**config.mk**
```make
export PLATFORM = sky130hd
export DESIGN_NAME = uart_word_loader
export DESIGN_NICKNAME = d
export VERILOG_FILES = /design/src/rtl/uart_word_loader.sv
export SDC_FILE = /design/constraint.sdc
export NUM_CORES = 1
export LEC_CHECK = 0
export ABC_AREA = 0
export CAP_MARGIN = 30
export CORE_UTILIZATION = 43
export CTS_BUF_LIST = sky130_fd_sc_hd__clkbuf_8
export CTS_CLUSTER_DIAMETER = 50
export CTS_CLUSTER_SIZE = 28
export DETAILED_ROUTE_END_ITERATION = 8
export PLACE_DENSITY = 0.77
export RECOVER_POWER = 25
export SYNTH_ARGS = -nofsm -noshare
export SYNTH_HDL_FRONTEND = slang
export SYNTH_SLANG_ARGS = --single-unit
```
**constraint.sdc**
```tcl
create_clock -name clk -period 1.6 [get_ports clk]
set_input_delay 0.32 -clock clk [delete_from_list [all_inputs] [get_ports clk]]
set_output_delay 0.32 -clock clk [all_outputs]
set_load 0.02 [all_outputs]
```
**src/rtl/uart_word_loader.sv**
```systemverilog
// uart_word_loader
//
// Packs pairs of UART bytes (low byte first) into 16-bit words and writes
// them to consecutive memory word addresses starting at 0, using a simple
// req/ack handshake. One extra byte may be buffered while a write is in
// progress; any byte beyond that is dropped and flagged as an overrun.
//
// Optional feature: define LOADER_CHECKSUM_EN to accumulate a running XOR
// of all written words on the checksum port. Without it checksum is tied 0.
//
// Ports:
//   clk         system clock, rising edge
//   rst         synchronous active-high reset
//   load_en     load mode enable; dropping it discards any held low byte
//   byte_data   received byte, valid while byte_ready is high
//   byte_ready  receiver level; each 0->1 transition is one new byte
//   mem_req     write request, held until mem_ack is sampled high
//   mem_addr    word address of the current write
//   mem_wdata   word being written ({high, low})
//   mem_ack     write accepted (ignored while mem_req is low)
//   word_count  number of completed writes (wraps)
//   first_byte  a low byte is held and its high byte is awaited
//   overrun     sticky: a byte was dropped
//   checksum    running XOR of written words (0 without LOADER_CHECKSUM_EN)
module uart_word_loader #(
  parameter int ADDR_W = 16
) (
  input  logic              clk,
  input  logic              rst,
  input  logic              load_en,
  input  logic [7:0]        byte_data,
  input  logic              byte_ready,
  output logic              mem_req,
  output logic [ADDR_W-1:0] mem_addr,
  output logic [15:0]       mem_wdata,
  input  logic              mem_ack,
  output logic [ADDR_W-1:0] word_count,
  output logic              first_byte,
  output logic              overrun,
  output logic [15:0]       checksum
);

  typedef enum logic [1:0] {S_LO, S_HI, S_WR} state_t;

  state_t              state_reg, state_next;
  logic                ready_reg;
  logic [7:0]          low_reg, low_next;
  logic                first_reg, first_next;
  logic                overrun_reg, overrun_next;
  logic                req_reg, req_next;
  logic [ADDR_W-1:0]   addr_reg, addr_next;
  logic [15:0]         wdata_reg, wdata_next;
  logic [ADDR_W-1:0]   count_reg, count_next;

  logic byte_event;
  logic ack;

  assign byte_event = load_en & byte_ready & ~ready_reg;
  // req_reg is high exactly while in S_WR, so this also gates stray acks.
  assign ack = req_reg & mem_ack;

  always_ff @(posedge clk) begin
    if (rst) begin
      state_reg   <= S_LO;
      ready_reg   <= 1'b0;
      low_reg     <= '0;
      first_reg   <= 1'b0;
      overrun_reg <= 1'b0;
      req_reg     <= 1'b0;
      addr_reg    <= '0;
      wdata_reg   <= '0;
      count_reg   <= '0;
    end else begin
      state_reg   <= state_next;
      ready_reg   <= byte_ready;
      low_reg     <= low_next;
      first_reg   <= first_next;
      overrun_reg <= overrun_next;
      req_reg     <= req_next;
      addr_reg    <= addr_next;
      wdata_reg   <= wdata_next;
      count_reg   <= count_next;
    end
  end

  always_comb begin
    state_next   = state_reg;
    low_next     = low_reg;
    first_next   = first_reg;
    overrun_next = overrun_reg;
    req_next     = req_reg;
    addr_next    = addr_reg;
    wdata_next   = wdata_reg;
    count_next   = count_reg;

    case (state_reg)
      S_LO: begin
        if (byte_event) begin
          low_next   = byte_data;
          first_next = 1'b1;
          state_next = S_HI;
        end
      end

      S_HI: begin
        if (!load_en) begin
          // Leaving load mode throws away the half-assembled word.
          first_next = 1'b0;
          state_next = S_LO;
        end else if (byte_event) begin
          wdata_next = {byte_data, low_reg};
          addr_next  = count_reg;
          req_next   = 1'b1;
          first_next = 1'b0;
          state_next = S_WR;
        end
      end

      S_WR: begin
        // low_reg is free here (the word is already in wdata_reg), so it
        // doubles as the one-deep pending-byte buffer.
        if (byte_event) begin
          if (first_reg) begin
            overrun_next = 1'b1;
          end else begin
            low_next   = byte_data;
            first_next = 1'b1;
          end
        end
        if (!load_en) begin
          first_next = 1'b0;
        end
        // Uses first_next so a byte arriving in the ack cycle is honoured.
        if (ack) begin
          req_next   = 1'b0;
          count_next = count_reg + ADDR_W'(1);
          state_next = first_next ? S_HI : S_LO;
        end
      end

      default: begin
        state_next = S_LO;
      end
    endcase
  end

  assign mem_req    = req_reg;
  assign mem_addr   = addr_reg;
  assign mem_wdata  = wdata_reg;
  assign word_count = count_reg;
  assign first_byte = first_reg;
  assign overrun    = overrun_reg;

`ifdef LOADER_CHECKSUM_EN
  logic [15:0] checksum_reg;

  always_ff @(posedge clk) begin
    if (rst) begin
      checksum_reg <= '0;
    end else if (ack) begin
      checksum_reg <= checksum_reg ^ wdata_reg;
    end
  end

  assign checksum = checksum_reg;
`else
  assign checksum = 16'h0000;
`endif

endmodule
```
After elaboration in Yosys (flattened, before gate mapping) --
Index checks and enable logic that the tools add are counted.
Operators by class: add/sub/neg operators 1, eq/ne operators 9, multiplexer cells 20, bitwise operators 4, reductions and logical operators 11
Operator list (number):
- $mux 8 | 3
- $add 16x1->16 const B | 1
- $pmux 8 s2 | 1
- $ne 2x2->1 const B | 6
- $mux 1 | 9
- $reduce_and 3->1 | 3
- $mux 2 | 4
- $reduce_and 4->1 | 2
- $pmux 2 s3 | 1
- $reduce_and 2->1 | 2
- $reduce_bool 2->1 | 2
- $and 1x1->1 | 3
- $ne 3x3->1 const B | 1
- $pmux 1 s3 | 1
- $reduce_bool 3->1 | 1
- $eq 2x1->1 const B | 1
- $eq 2x2->1 const B | 1
- $logic_not 2->1 | 1
- $pmux 1 s2 | 1
- $not 1->1 | 1
Storage, ports and cells: bits in registers 62, output and inout bits 67, logic and storage cells 54

Logic depth before layout (Yosys ltp) --
Gate-level depths: netlist of run 1.
depth in word-level cells 8, depth in mapped cells 8

Least setup slack after synthesis of run 1 --
OpenSTA, ideal clock, no wires.
path kind register to register, start register state_reg[0], end register count_reg[13] (netlist: word_count[13]), library setup time 0.070 ns, arrival 1.639 ns, path slack -0.110 ns, cell stages (with the launch flop) 8, path buffers 1, clock period less this slack 1.710 ns, cell sequence dfxtp_1 -> inv_1 -> ha_1 -> buf_6 -> nand3_2 -> nor4_4 -> or3b_1 -> a21oi_1
Between the ends: cells in the longest elaborated chain, start to end 2
RTL lines:
- start: declaration | line 45 | state_t state_reg, state_next;
- start signal: assignment | line 74 | state_reg <= state_next;
- $eq 2x2->1 | line 96 | case (state_reg)
- $reduce_and 2->1 (no source line)
- end signal: assignment | line 82 | count_reg <= count_next;
- end: declaration | line 53 | logic [ADDR_W-1:0] count_reg, count_next;
Every way passes these cells. A chain may end at the register's enable or synchronous reset.

Worst setup path after layout of run 1 --
start register count_reg[2] (netlist: word_count[2]), end register count_reg[13] (netlist: word_count[13])
Between the ends: cells in the longest elaborated chain, start to end 1
RTL lines:
- $add 16x1->16 | line 136 | count_next = count_reg + ADDR_W'(1);
Every way passes these cells.

==> metrics.md, run 1 <==
| Metric | Value |
|---|---|
| Antenna violations before repair | 0 |
| Final core utilization | 60.4% |
| Detailed Route Iter0 Violations | 120 |
| # Max-Cap Violations | 0 |
| Pleak | 1.55 nW |
| Outcome | finished clean |
| Commonest non-fill, non-tap cell in the layout | nand2_1 |
| Maximum number of pins on one net before global-route repair | 25 |
| Endpoint of the most critical register-to-register path | word_count[13]$_SDFFE_PP0P_ |
| Cell types occupying the most area after synthesis | dfxtp_1 47%, nand2_1 10%, a21oi_1 7.1%, buf_4 5.1%, nor2_1 4.3% |
| Synthesized flop and latch total | 62 |
| Quantity of I/O buffers inserted on ports | 63 |
| Boundary pin count | 80 |
| All-layer global routing usage | 19.8% |
| Aggregate negative setup slack | 0 ps |
| DRC violation count after routing | 0 |
| Chip height | 80.2 um |
| ANT cells | 0 |
| Worst setup SP type | register |
| CTS tree | built |
| Std-Cell Rows | 28 |
| Endpoint kind of the worst setup timing path | register |
| Average vias per placed instance | 4.95 |
| Via count of the first global-routing pass | 2158 |
| Drt pass-1 iters | 4 |
| CP Data Arrival Time | 1830 ps |
| Critical path class | reg2reg |
| Overflow left after global routing | 0 |
| R2r startpoint | word_count[2]$_SDFFE_PP0P_ |
| Num CTS Buffers | 9 |
| Relative contribution of sequential cells to total power | 43.6% |
| Area inside the core boundary | 5920 um^2 |
| RSZ-0062 raised after global routing | true |
| Fin crit period | 1570 ps |
| FF-to-FF path depth | 4 |
| Setup violation total in the final timing report | 0 |
| Smallest hold slack | 319 ps |
| CP max FO | 7 |
| Share of post-route cells with drive strength above 1 | 14.2% |
| Cell type with the largest total area after synthesis | dfxtp_1 |
| Endpoint, Worst Hold | word_count[14]$_SDFFE_PP0P_ |
| Cell area after synthesis | 2630 um^2 |
| Area Overhead vs Synth | 36.1% |
| Total internal power | 2.83 mW |
| Count of cells along the worst hold path | 2 |
| Drt wl/cell | 12.7 um |
| Detail Route Antenna Nets | 0 |
| Source-to-sink clock delay at the later pin of the worst-skew pair | 330 ps |
| Wire length after detailed routing | 5.95 mm |
| Total via count in the routed design | 2320 |
| Wire length of the first global-routing pass | 9.70 mm |
| Clock Path Buffers | 2 |
| HPWL after detailed placement | 4.18 mm |
| Commonest non-fill, non-tap cells in the layout | 70 x nand2_1, 56 x dfxtp_1, 40 x dlygate4sd2_1 |
| Max Clock Freq | 638 MHz |
| Initial Utilization | 44.4% |
| Clock network fraction of design power | 42.1% |
| Horizontal extent of the die | 80.2 um |
| Register-to-register setup slack | 30 ps |
| Master cell of the clock root buffer | clkbuf_8 |
| NumNets Final | 407 |
| Area fraction of the dominant cell type after synthesis | 47.3% |
| Clock sinks | 62 |
| Clock-pin slew on the worst setup and hold paths | 70 ps |
| Total of hold buffers inserted after clock tree synthesis | 0 |
| Synthesized instance count | 309 |
| Peak supply drop | 0.000658 V |
| Pwr per Cell Area | 1050 nW/um^2 |
| Type of the worst min-delay path | in2reg |
| Final RePlAce weighted congestion | 0.839 |
| Worst Path Required | 1860 ps |
| Portion of total power attributed to combinational logic | 14.3% |
| Final worst-path cycle share | 97.9% |
| Switch Pwr | 936 uW |
| Final Power | 3.77 mW |
| Clock H-tree levels | 3 |
| Full die area | 6420 um^2 |
| Fin. Hold Viols | 0 |
| Hold Path Origin | rst |
| Minimum setup slack in the final design | 33.4 ps |
| Switching power as a share of total power | 24.8% |
| Worst setup timing slack at the placement stage | -275 ps |
| Synthesis Warnings | 0 |
| Skew final | 11.3 ps |
| Portion of the post-synthesis area used by sequential elements | 47.3% |
| Mapped Avg Cell Area | 8.50 um^2 |
| Number of distinct standard cells referenced by the synthesized netlist | 41 |
| Final slew viol count | 0 |
-- cell usage after synthesis --
master      n
dfxtp_1    62
buf_6       1
nor2_1     30
nand2_1    70
or3b_1      1
o31ai_1     1
nor2b_1     2
and3_1      2
xor2_1      5
nor4_4      1
nand4_2     1
nand2b_1    4
or4_1       1
nand3b_1    2
o21ai_0     1
xnor2_1     6
conb_1      1
nand4b_1    1
nor3_1      4
ha_1        5
a21oi_4     1
a21o_1      1
mux2i_1    10
nand2_2     1
clkbuf_1   14
nor4_1      1
inv_1       2
nand3_1     7
o2bb2ai_1   1
a31oi_1     2
and4_1      2
a311oi_1    1
a21oi_1    37
and3b_1     1
mux2_2      1
nand4_1     3
o41ai_1     2
or3_1       1
or2b_1      1
nand3_2     1
buf_4      18
-- layer usage --
layer  vias up  track usage [%]  wire length [um]
met4         0             10.4               136
met1      1076             23.5              2700
met2        72             31.8              2790
met3        13             6.14               317
met5         -                0                 0
li1       1159                -                 -
-- power groups by stage --
stage | combinational [mW] | clock [mW] | sequential [mW]
floorplan | 0.368 | 0 | 1.69
global placement | 0.540 | 0 | 1.68
detailed placement | 0.551 | 0 | 1.68
CTS | 0.539 | 1.62 | 1.64
global route | 0.597 | 1.69 | 1.65
finish | 0.540 | 1.59 | 1.64
-- metrics by stage --
stage                     cell area (um^2)  instances
final                                 3570        469
after global routing                  3570        469
after CTS                             3620        469
after detailed placement              3440        453
after global placement                3440        453
after floorplan                       2710        324
-- worst max path at each step --
stage	start	end	slack [ps]	cells after the start
finish	word_count[2]$_SDFFE_PP0P_	word_count[13]$_SDFFE_PP0P_	30	4
global route	word_count[2]$_SDFFE_PP0P_	word_count[13]$_SDFFE_PP0P_	-40	4
CTS	mem_wdata[0]$_SDFFE_PP0P_	mem_wdata[0]	0.5	1
detailed placement	mem_ack	word_count[14]$_SDFFE_PP0P_	-280	5
global placement	mem_ack	word_count[14]$_SDFFE_PP0P_	-220	5
floorplan	state_reg[0]$_SDFFE_PP0P_	word_count[14]$_SDFFE_PP0P_	-10	8
-- worst max-delay path, cell delays in order, from the launching register on --
cell and delay (ps):
dfxtp_2 430, nand3_2 190, nor4_4 320, or3b_1 390, a21oi_1 170
-- kinds of logic (layout without fill, tap and decap cells) --
group | Yosys count | after routing | share of synthesized area (%)
DFF | 62 | 62 | 47.3
adders and majority gates | 5 | 5 | 2.38
and+or+nand+nor | 137 | 137 | 24.2
buffers and inverters | 35 | 105 | 7.86
other | 1 | 16 | 0.143
xor gates and xnor gates | 11 | 11 | 3.67
AOI/OAI and AO/OA | 47 | 47 | 10.2
muxes | 11 | 11 | 4.24
-- layout make-up --
class	count	area, um^2
well taps	75	93.8
clock buffers	9	124
clock inverters	7	106
multi-input cells	227	1280
fillers	559	2350
inverters	2	7.51
flip-flops and latches	62	1250
repair buffers	87	716
-- timing repair --
| action | in CTS | in global routing |
|---|---|---|
| pin swaps | 0 | 2 |
| endpoints found under the setup margin | 41 | 14 |
| cloned | 0 | 0 |
| gates resized for setup | 41 | 19 |
| buffers inserted | 0 | 0 |
No activity file was read; power rests on OpenSTA's default activity.
==> inputs of run 2 (changes only) <==
- ABC_CLOCK_PERIOD_IN_PS: not set -> 1600
==> results of run 2 <==
Final layout, timing and power as in run 1 (identical DEF).
==> inputs of run 3 (changes only) <==
- CORE_UTILIZATION: 43 -> 25
- DONT_BUFFER_PORTS: not set -> 1
- MAX_ROUTING_LAYER: not set -> met4
- PLACE_DENSITY: 0.77 -> not set
==> run 3 against run 2 <==
  * Critical path depth rose by 2
  * Global-route usage fell by 7.3 points
  * Clock power fell by 4%
  * Die area rose by 70%
  * Routed wire length rose by 7.1%
  * Critical endpoint is now word_count[14]$_SDFFE_PP0P_
==> metrics.md, run 3 (synthesis gave the netlist of run 1 again) <==
| Metric | Value |
|---|---|
| Outcome | finished clean |
| Post-layout instance count excluding filler cells | 470 (+0.21%) |
| Pleak | 1.17 nW (-25%) |
| CTS tree | built |
| Type of the worst min-delay path | in2reg |
| Master cell of the clock root buffer | clkbuf_8 |
| Area Overhead vs Synth | 19.7% |
| DP Cell Count | 452 (-0.22%) |
| Num CTS Buffers | 9 (unchanged) |
| Maximum number of pins on one net before global-route repair | 65 (+160%) |
| Commonest non-fill, non-tap cell in the layout | nand2_1 |
| Overflow left after global routing | 0 (unchanged) |
| Wire length after detailed routing | 6.37 mm (+7.1%) |
| Clock-pin slew on the worst setup and hold paths | 70 ps (about the same) |
| Total internal power | 2.70 mW (-4.8%) |
| # Max-Cap Violations | 0 (unchanged) |
| Share of post-route cells with drive strength above 1 | 17.7% (+3.5 points) |
| Final core utilization | 30.7% (-30 points) |
| Drt pass-1 iters | 4 (unchanged) |
| Std-Cell Rows | 37 (+32%) |
| Final RePlAce weighted congestion | 0.816 (-2.7%) |
| Endpoint kind of the worst setup timing path | register |
| Detail Route Antenna Nets | 0 (unchanged) |
| Clock network fraction of design power | 41.8% (-0.3 points) |
| Commonest non-fill, non-tap cells in the layout | 70 x nand2_1, 58 x dfxtp_1, 36 x a21oi_1 |
| Setup violation total in the final timing report | 0 (unchanged) |
| Quantity of I/O buffers inserted on ports | 0 (-100%) |
| Detailed Route Iter0 Violations | 100 (-17%) |
| Worst setup SP type | register |
| Worst Path Required | 1890 ps (+30 ps) |
| Wire length of the first global-routing pass | 10.1 mm (+4.1%) |
| Relative contribution of sequential cells to total power | 45.1% (+1.5 points) |
| All-layer global routing usage | 12.5% (-7.3 points) |
| Fin. Hold Viols | 0 (unchanged) |
| ANT cells | 0 (unchanged) |
| Portion of total power attributed to combinational logic | 13.1% (-1.2 points) |
| HPWL after detailed placement | 4.47 mm (+7.0%) |
| Minimum setup slack in the final design | 47.6 ps (+14.3 ps) |
| Switching power as a share of total power | 26.3% (+1.4 points) |
| Boundary pin count | 80 (unchanged) |
| Horizontal extent of the die | 104 um (+30%) |
| RSZ-0062 raised after global routing | true |
| Peak supply drop | 0.000477 V (-28%) |
| Pwr per Cell Area | 1160 nW/um^2 (+10%) |
| Final worst-path cycle share | 97.0% (-0.89 points) |
| Drt wl/cell | 13.6 um (+6.8%) |
| Average vias per placed instance | 4.43 (-10%) |
| Fin crit period | 1550 ps (-14.3 ps) |
| CP Data Arrival Time | 1840 ps (about the same) |
| Clock H-tree levels | 3 (unchanged) |
| Clock Path Buffers | 2 (unchanged) |
| Via count of the first global-routing pass | 1964 (-9.0%) |
| Total via count in the routed design | 2082 (-10%) |
| Initial Utilization | 25.7% (-19 points) |
| CP max FO | 6 (-1) |
| Area inside the core boundary | 10200 um^2 (+73%) |
| Final slew viol count | 0 (unchanged) |
| Clock sinks | 62 (unchanged) |
| Antenna violations before repair | 0 (unchanged) |
| Full die area | 10900 um^2 (+70%) |
| Switch Pwr | 960 uW (+2.5%) |
| Worst setup timing slack at the placement stage | 44.3 ps (+320 ps) |
| Critical path class | reg2reg |
| DRC violation count after routing | 0 (unchanged) |
| Source-to-sink clock delay at the later pin of the worst-skew pair | 350 ps (+20 ps) |
| Total of hold buffers inserted after clock tree synthesis | 0 (unchanged) |
| Chip height | 104 um (+30%) |
| Max Clock Freq | 644 MHz (+0.92%) |
| Skew final | 6.45 ps (-4.84 ps) |
| NumNets Final | 347 (-15%) |
[run 3: worst max-delay path, stage by stage (launching register included)]
cell,delay [ps]
dfxtp_2,320
inv_2,70
ha_4,170
and4_4,250
nand2_2,50
or4_1,500
a21oi_2,130
[run 3: layout make-up]
| type | instances | area [um^2] |
|---|---|---|
| Timing Repair Buffer | 27 | 229 |
| Sequential cell | 62 | 1250 |
| Fill cell | 1090 | 7090 |
| Tap cell | 136 | 170 |
| Clock buffer | 10 | 138 |
| Multi-Input combinational cell | 227 | 1270 |
| Inverter | 2 | 7.51 |
| Clock inverter | 6 | 77.6 |
[run 3: routing by layer]
layer	up-vias	wire length [um]	share of wire (%)	track usage [%]
met1	979	2790	44	14.1
met5	-	0	0	-
met2	58	2970	47	18.7
met3	10	489	7.7	5.26
met4	0	127	2.0	6.12
li1	1035	-	-	-
[run 3: through the flow]
stage | TNS, ps | hold WS (ps) | total power [mW] | area (um^2)
after floorplan | -12.5 | 431 | 2.06 | 2710
after global routing | -69.2 | 6.06 | 3.82 | 3140
after CTS | 0 | 10.1 | 3.69 | 3110
final | 0 | 29.2 | 3.66 | 3140
after detailed placement | 0 | 396 | 2.15 | 2890
after global placement | 0 | 395 | 2.14 | 2890
[run 3: final timing paths]
path / start / end / slack, ps / cells past startpoint
setup reg to reg: state_reg[0]$_SDFFE_PP0P_ / word_count[14]$_SDFFE_PP0P_ / 50 / 6
hold reg to reg: low_reg[4]$_SDFFE_PP0P_ / mem_wdata[4]$_SDFFE_PP0P_ / 450 / 2
setup / recovery: state_reg[0]$_SDFFE_PP0P_ / word_count[14]$_SDFFE_PP0P_ / 50 / 6
hold / removal: rst / mem_addr[14]$_SDFFE_PP0P_ / 30 / 1
[run 3: repair_timing]
action,CTS,global route
setup endpoints to repair,0,11
setup buffers,0,2
gates resized for setup,0,6
[run 3: power groups by stage]
stage               registers [mW]  logic [mW]  clock network, mW
floorplan                     1.69       0.368                  0
global placement              1.68       0.457                  0
detailed placement            1.69       0.468                  0
CTS                           1.65       0.469               1.57
global route                  1.66       0.538               1.63
finish                        1.65       0.478               1.53
